$ cat config.mk
export PLATFORM = sky130hd
export DESIGN_NAME = mold_retx_req_gen
export DESIGN_NICKNAME = d
export VERILOG_FILES = /design/src/rtl/mold_pkg.sv /design/src/rtl/miss_rpt_fifo.sv /design/src/rtl/mold_retx_req_gen.sv
export SDC_FILE = /design/constraint.sdc
export NUM_CORES = 1
export LEC_CHECK = 0
export BUFFER_PORTS_ARGS = -buffer_cell sky130_fd_sc_hd__buf_2
export CORE_AREA = 2 2 289 291
export CTS_BUF_LIST = sky130_fd_sc_hd__clkbuf_8
export DETAILED_ROUTE_END_ITERATION = 10
export DIE_AREA = 0 0 291 293
export PLACE_DENSITY_LB_ADDON = 0.25
export SYNTH_ARGS = -nofsm -noshare
export SYNTH_HDL_FRONTEND = slang
export SYNTH_SLANG_ARGS = --single-unit
$ cat constraint.sdc
create_clock -name clk -period 23.3 [get_ports clk]
set_input_delay 5.825 -clock clk [delete_from_list [all_inputs] [get_ports clk]]
set_output_delay 5.825 -clock clk [all_outputs]
set_load 0.05 [all_outputs]
$ cat src/rtl/mold_pkg.sv
// Shared types and constants for the MoldUDP64 retransmission request generator.
// The wire layout of one 20-byte request is captured by req_beat().
package mold_pkg;

   localparam int MOLD_SEQ_NUM_W = 64;
   localparam int MOLD_SID_W     = 80;
   localparam int MOLD_ML_W      = 16;
   localparam int MOLD_REQ_BYTES = 20;
   localparam int MOLD_REQ_BEATS = 3;

   localparam logic [7:0] B2_KEEP = 8'h0F;

   typedef enum logic [1:0] {
      ST_IDLE,
      ST_B0,
      ST_B1,
      ST_B2
   } retx_fsm_e;

   typedef struct packed {
      logic [MOLD_SID_W-1:0]     sid;
      logic [MOLD_SEQ_NUM_W-1:0] seq;
      logic [MOLD_SEQ_NUM_W-1:0] cnt;
   } miss_rpt_t;

   // Beat `beat` of the big-endian message {sid, seq, cnt}; byte lane 0 leaves first.
   function automatic logic [63:0] req_beat(input int                        beat,
                                            input logic [MOLD_SID_W-1:0]     sid,
                                            input logic [MOLD_SEQ_NUM_W-1:0] seq,
                                            input logic [MOLD_ML_W-1:0]      cnt);
      logic [MOLD_REQ_BYTES*8-1:0] msg;
      logic [63:0]                 data;
      int                          idx;
      msg  = {sid, seq, cnt};
      data = '0;
      for (int lane = 0; lane < 8; lane++) begin
         idx = beat * 8 + lane;
         if (idx < MOLD_REQ_BYTES) data[lane*8 +: 8] = msg[(MOLD_REQ_BYTES-1-idx)*8 +: 8];
      end
      return data;
   endfunction

endpackage

$ cat src/rtl/miss_rpt_fifo.sv
// Synchronous FIFO of miss reports; a push is accepted while full when a pop
// happens in the same cycle.
module miss_rpt_fifo
   import mold_pkg::*;
#(
   parameter int DEPTH = 4
) (
   input  logic      clk,
   input  logic      nreset,
   input  logic      push_i,
   input  logic      pop_i,
   input  miss_rpt_t rpt_i,
   output logic      full_o,
   output logic      empty_o,
   output miss_rpt_t head_o
);

   localparam int AW = $clog2(DEPTH);
   localparam logic [AW:0] PTR_ONE = 1;

   miss_rpt_t     mem_q [DEPTH];
   logic [AW:0]   wr_ptr_q, wr_ptr_d;
   logic [AW:0]   rd_ptr_q, rd_ptr_d;
   logic          do_push, do_pop;

   assign empty_o = (wr_ptr_q == rd_ptr_q);
   assign full_o  = (wr_ptr_q[AW] != rd_ptr_q[AW]) && (wr_ptr_q[AW-1:0] == rd_ptr_q[AW-1:0]);
   assign head_o  = mem_q[rd_ptr_q[AW-1:0]];

   assign do_pop  = pop_i && !empty_o;
   assign do_push = push_i && (!full_o || do_pop);

   always_comb begin
      wr_ptr_d = wr_ptr_q;
      rd_ptr_d = rd_ptr_q;
      if (do_push) wr_ptr_d = wr_ptr_q + PTR_ONE;
      if (do_pop)  rd_ptr_d = rd_ptr_q + PTR_ONE;
   end

   always_ff @(posedge clk or negedge nreset) begin
      if (!nreset) begin
         wr_ptr_q <= '0;
         rd_ptr_q <= '0;
      end else begin
         wr_ptr_q <= wr_ptr_d;
         rd_ptr_q <= rd_ptr_d;
      end
   end

   // NOTE: storage is not reset; the pointers alone define which entries are valid.
   always_ff @(posedge clk) begin
      if (do_push) mem_q[wr_ptr_q[AW-1:0]] <= rpt_i;
   end

endmodule

$ cat src/rtl/mold_retx_req_gen.sv
// MoldUDP64 retransmission request generator: buffers miss reports and emits
// 20-byte requests as 3 beats. Optional MOLD_RETX_DROP_CNT_EN adds drop_cnt_o.
module mold_retx_req_gen
   import mold_pkg::*;
#(
   parameter int                SEQ_NUM_W   = 64,
   parameter int                SID_W       = 80,
   parameter int                ML_W        = 16,
   parameter logic [ML_W-1:0]   MAX_REQ_CNT = 16'd255,
   parameter int                FIFO_DEPTH  = 4
) (
   input  logic                 clk,
   input  logic                 nreset,
   input  logic                 miss_v_i,
   input  logic [SID_W-1:0]     miss_sid_i,
   input  logic [SEQ_NUM_W-1:0] miss_seq_start_i,
   input  logic [SEQ_NUM_W-1:0] miss_seq_cnt_i,
   output logic                 req_valid_o,
   input  logic                 req_ready_i,
   output logic [63:0]          req_data_o,
   output logic [7:0]           req_keep_o,
   output logic                 req_last_o,
   output logic                 drop_o
`ifdef MOLD_RETX_DROP_CNT_EN
   ,
   output logic [31:0]          drop_cnt_o
`endif
);

   localparam logic [SEQ_NUM_W-1:0] MAX_N = SEQ_NUM_W'(MAX_REQ_CNT);

   retx_fsm_e            state_q, state_d;
   logic [SID_W-1:0]     cur_sid_q, cur_sid_d;
   logic [SEQ_NUM_W-1:0] cur_seq_q, cur_seq_d;
   logic [SEQ_NUM_W-1:0] cur_rem_q, cur_rem_d;
   logic [ML_W-1:0]      n_cur, n_out;

   logic                 valid_q, valid_d;
   logic [63:0]          data_q, data_d;
   logic [7:0]           keep_q, keep_d;
   logic                 last_q, last_d;
   logic                 drop_q, drop_d;

   logic                 push_req, fifo_pop, fifo_full, fifo_empty;
   miss_rpt_t            fifo_head, fifo_in;

   assign push_req = miss_v_i && (miss_seq_cnt_i != '0);
   assign drop_d   = push_req && fifo_full && !fifo_pop;
   assign fifo_in  = '{sid: miss_sid_i, seq: miss_seq_start_i, cnt: miss_seq_cnt_i};

   miss_rpt_fifo #(.DEPTH(FIFO_DEPTH)) u_fifo (
      .clk     (clk),
      .nreset  (nreset),
      .push_i  (push_req),
      .pop_i   (fifo_pop),
      .rpt_i   (fifo_in),
      .full_o  (fifo_full),
      .empty_o (fifo_empty),
      .head_o  (fifo_head)
   );

   assign n_cur = (cur_rem_q < MAX_N) ? cur_rem_q[ML_W-1:0] : MAX_REQ_CNT;

   // Next-state: B2 acceptance either continues the split, reloads from the FIFO, or idles.
   always_comb begin
      state_d   = state_q;
      cur_sid_d = cur_sid_q;
      cur_seq_d = cur_seq_q;
      cur_rem_d = cur_rem_q;
      fifo_pop  = 1'b0;
      unique case (state_q)
         ST_IDLE: if (!fifo_empty) begin
            fifo_pop = 1'b1;
            state_d  = ST_B0;
         end
         ST_B0: if (req_ready_i) state_d = ST_B1;
         ST_B1: if (req_ready_i) state_d = ST_B2;
         ST_B2: if (req_ready_i) begin
            cur_seq_d = cur_seq_q + SEQ_NUM_W'(n_cur);
            cur_rem_d = cur_rem_q - SEQ_NUM_W'(n_cur);
            if (cur_rem_q != SEQ_NUM_W'(n_cur)) begin
               state_d = ST_B0;
            end else if (!fifo_empty) begin
               fifo_pop = 1'b1;
               state_d  = ST_B0;
            end else begin
               state_d = ST_IDLE;
            end
         end
         default: state_d = ST_IDLE;
      endcase
      if (fifo_pop) begin
         cur_sid_d = fifo_head.sid;
         cur_seq_d = fifo_head.seq;
         cur_rem_d = fifo_head.cnt;
      end
   end

   // Outputs are computed from the next state so the registered beat matches state_q.
   always_comb begin
      n_out   = (cur_rem_d < MAX_N) ? cur_rem_d[ML_W-1:0] : MAX_REQ_CNT;
      valid_d = 1'b0;
      data_d  = '0;
      keep_d  = '0;
      last_d  = 1'b0;
      unique case (state_d)
         ST_B0: begin
            valid_d = 1'b1;
            data_d  = req_beat(0, cur_sid_d, cur_seq_d, n_out);
            keep_d  = 8'hFF;
         end
         ST_B1: begin
            valid_d = 1'b1;
            data_d  = req_beat(1, cur_sid_d, cur_seq_d, n_out);
            keep_d  = 8'hFF;
         end
         ST_B2: begin
            valid_d = 1'b1;
            data_d  = req_beat(2, cur_sid_d, cur_seq_d, n_out);
            keep_d  = B2_KEEP;
            last_d  = 1'b1;
         end
         default: ;
      endcase
   end

   // NOTE: every flop here uses <= so all updates see the pre-edge values.
   always_ff @(posedge clk or negedge nreset) begin
      if (!nreset) begin
         state_q   <= ST_IDLE;
         cur_sid_q <= '0;
         cur_seq_q <= '0;
         cur_rem_q <= '0;
         valid_q   <= 1'b0;
         data_q    <= '0;
         keep_q    <= '0;
         last_q    <= 1'b0;
         drop_q    <= 1'b0;
      end else begin
         state_q   <= state_d;
         cur_sid_q <= cur_sid_d;
         cur_seq_q <= cur_seq_d;
         cur_rem_q <= cur_rem_d;
         valid_q   <= valid_d;
         data_q    <= data_d;
         keep_q    <= keep_d;
         last_q    <= last_d;
         drop_q    <= drop_d;
      end
   end

   assign req_valid_o = valid_q;
   assign req_data_o  = data_q;
   assign req_keep_o  = keep_q;
   assign req_last_o  = last_q;
   assign drop_o      = drop_q;

`ifdef MOLD_RETX_DROP_CNT_EN
   logic [31:0] drop_cnt_q, drop_cnt_d;

   assign drop_cnt_d = (drop_d && (drop_cnt_q != '1)) ? drop_cnt_q + 32'd1 : drop_cnt_q;

   always_ff @(posedge clk or negedge nreset) begin
      if (!nreset) drop_cnt_q <= '0;
      else         drop_cnt_q <= drop_cnt_d;
   end

   assign drop_cnt_o = drop_cnt_q;
`endif

endmodule

==> results.sh <==
export IMPL_status="complete, no violations"
export IMPL_dp_slack_ns=13.11
export IMPL_grt_usage_pct=26.9
export IMPL_wirelength_um=114000
export IMPL_post_cts_buffers=0
export IMPL_finalHoldViolations=0
export IMPL_synth_seq_cells=1116
export IMPL_cp_cell_sequence="buf_2, nand2_1, nor3_1, nand4_1, nand2_4, buf_4, o21ai_0, or4_1, nor3_1, and3_1, nand3_2, a221o_1"
export IMPL_cts_resized=0
export IMPL_grt_max_degree=126
export IMPL_rsz0062_at_grt="false"
export IMPL_dp_hpwl_um=73800
export IMPL_initial_core_util_pct=54.7
export IMPL_fin_nets=3352
export IMPL_post_drt_wl_per_cell_um=26.2
export IMPL_area_growth_pct=13.3
export IMPL_dr_total_vias=26117
export IMPL_routed_via_density=6.01
export IMPL_clkSinkCount=1116
export IMPL_slowest_delay_ns=0.75
export IMPL_multi_input_area_sq_um=12100
export IMPL_cts_buffer_depth=3
export IMPL_antenna_found_initial=30
export IMPL_die_w_um=291
export IMPL_tightest_slew_ns=1.12
export IMPL_fillers=5954
export IMPL_max_freq_mhz=106
export IMPL_grt_pass1_vias=26543
export IMPL_skew_ns=0.0476
export IMPL_syn_area_per_cell_sq_um=16.3
export IMPL_synth_edff_count=832
export IMPL_setup_viol=0
export IMPL_core_area_sq_um=81800
export IMPL_cts_root_buf="clkbuf_8"
export IMPL_gr_total_overflow=0
export IMPL_htreeDepth=4
export IMPL_fin_cells=4342
export IMPL_ctsHoldBuffers=0
export IMPL_min_period_ns=9.45
export IMPL_synthArstFlopShare_pct=25.4
export IMPL_critPathMaxFanout=83
export IMPL_syn_area_sq_um=44800
export IMPL_fin_ws_ns=13.85
export IMPL_syn_inst=2747
export IMPL_die_h_um=293
export IMPL_io_buffers=286
export IMPL_cpMostUsedCell="nor3_1"
export IMPL_numCtsBuffers=175
export IMPL_vdd_ir_drop_max_uv=172
export IMPL_clkLatencyLatePin_ns=0.86
export IMPL_grt_pass1_wl_um=170000
export IMPL_crit_type="input pin to flip-flop"
export IMPL_boundaryPins=287
export IMPL_timing_slew_headroom_pct=25.4
export IMPL_post_route_util_pct=62.0
export IMPL_drc=0
export IMPL_critical_path_slowest_cell="buf_4"
export IMPL_final_common_cell="edfxtp_1"
export IMPL_hold_class="flip-flop to flip-flop"
export IMPL_drtPass1Iterations=6
export IMPL_startpoint_type="input pin"
export IMPL_totalNegativeSetupSlack_ns=0
export IMPL_placed_cells=4001
export IMPL_ys_seq_area_share_pct=71.7
export IMPL_core_rowCount=105
export IMPL_ant_nets=0
export IMPL_cap_violations=0
export IMPL_end_kind="flip-flop"
export IMPL_tritoncts="done"
export IMPL_synthFlopType="edfxtp_1"
export IMPL_die_area_sq_um=85300
export IMPL_drt_iter0_markers=2733
export IMPL_seq_area_sq_um=32100
export IMPL_slew_violations=0
export IMPL_cp_required_ns=24.02
export IMPL_powerDensity_nw_per_um2=139
export IMPL_synth_warnings=0
export IMPL_synthDistinctLibCells=78
export IMPL_drive_gt1_share_pct=24.2
export IMPL_clk_pin_slew_worst_paths_ns=0.06
export IMPL_place_gp_congestion=0.932
export IMPL_p_leak_nw=18.6
export IMPL_final_cell_mix="edfxtp_1 (832), nand2_1 (393), buf_2 (285)"
export IMPL_fin_crit_sh_pct=40.5
export IMPL_cp_arrival_ns=10.16
## power by group
| group | switching (mW) | internal (mW) | leakage, nW | total (mW) |
|---|---|---|---|---|
| Clock | 0.767 | 0.797 | 1.98 | 1.56 |
| Combinational | 1.61 | 0.865 | 5.44 | 2.48 |
| Sequential | 0.258 | 2.74 | 11.2 | 3.00 |
| Total | 2.64 | 4.41 | 18.6 | 7.04 |
## path summary, 6_finish.rpt
path                               start             end  slack, ns  depth (start not counted)
max in group asynchronous         nreset   cur_sid_q[54]      16.06                          3
hold / removal              cur_sid_q[8]    cur_sid_q[8]       0.47                          2
setup reg to reg           cur_rem_q[22]  req_data_o[28]      16.18                         17
min in group asynchronous         nreset   cur_rem_q[53]       4.94                          1
setup / recovery             req_ready_i  req_data_o[28]      13.85                         12
hold reg to reg             cur_sid_q[8]    cur_sid_q[8]       0.47                          2
## metal layers
metal  up-vias  part of all wire [%]  track usage, %  wire, um
met5         -                  0.15               0       170
met4        24                   2.6            8.56      2930
met3       181                   7.1            5.98      8130
met2      1017                    48            42.0     54600
met1     13495                    42            38.4     48000
li1      11400                     -               -         -
## registers in the layout (all words and copies together) (netlist names), 3 cells and up
| register | flops |
|---|---|
| cur_sid_q | 80 |
| cur_rem_q | 64 |
| req_data_o | 64 |
| u_fifo.mem_q | 832 |
| cur_seq_q | 64 |
| u_fifo.rd_ptr_q | 3 |
| u_fifo.wr_ptr_q | 3 |
## critical path, delay by kind of cell
family                 cells  cell delay [ns]
and+or+nand+nor            8             2.74
buffers and inverters      2             0.88
AOI/OAI and AO/OA          2             0.65
## cell families (layout without fill, tap and decap cells)
family,Yosys count,in the layout,synth area share [%]
AOI/OAI and AO/OA,334,334,4.97
DFF,1116,1116,71.7
xor gates and xnor gates,104,104,2.04
other,1,23,0.00838
buffers and inverters,161,664,1.53
muxes,214,214,10.6
adders and majority gates,32,32,0.911
and+or+nand+nor,785,785,8.23
## per-stage QoR
stage | power, mW | area (sq um) | hold WS (ns)
2_1_floorplan | 4.72 | 44800 | 0.427
3_3_place_gp | 5.46 | 47300 | 0.445
3_5_place_dp | 5.51 | 47300 | 0.454
4_1_cts | 7.09 | 50700 | 0.467
5_1_grt | 7.41 | 50700 | 0.481
6_report | 7.04 | 50700 | 0.467
## synthesized netlist by cell type (9+ instances only)
cell      number  share of area, %
a211oi_1       9              0.15
a21o_1        14              0.23
a21oi_1       74              0.83
a222oi_1      14              0.31
a22o_1        39              0.76
a31oi_1       20              0.28
and2_1        12              0.17
and3_1        23              0.32
and4_1        11              0.22
buf_1         26              0.22
buf_2         19              0.21
buf_4          9              0.15
clkbuf_1      85              0.71
dfrtp_1      284                16
edfxtp_1     832                56
ha_1          31              0.87
inv_1         19              0.16
mux4_2       208                10
nand2_1      394               3.3
nand2b_1      13              0.18
nand3_1       39              0.44
nand4_1       21              0.29
nor2_1       107              0.90
nor3_1        44              0.49
nor4_1        47              0.66
o21ai_0       96               1.1
o31ai_1       12              0.20
or3_1         25              0.35
or4_1         15              0.25
xnor2_1       56               1.1
xor2_1        48              0.94
## layout make-up
| class | instances | share of cell area (%) |
|---|---|---|
| inverter | 19 | 0.141 |
| clock inverter | 134 | 1.38 |
| antenna | 15 | 0.0740 |
| multi-input combinational | 1477 | 23.8 |
| tap | 1070 | 2.64 |
| sequential | 1116 | 63.3 |
| clock buffer | 192 | 5.21 |
| timing repair buffer | 319 | 3.48 |
Note: power is estimated with default switching activity, not from simulation.
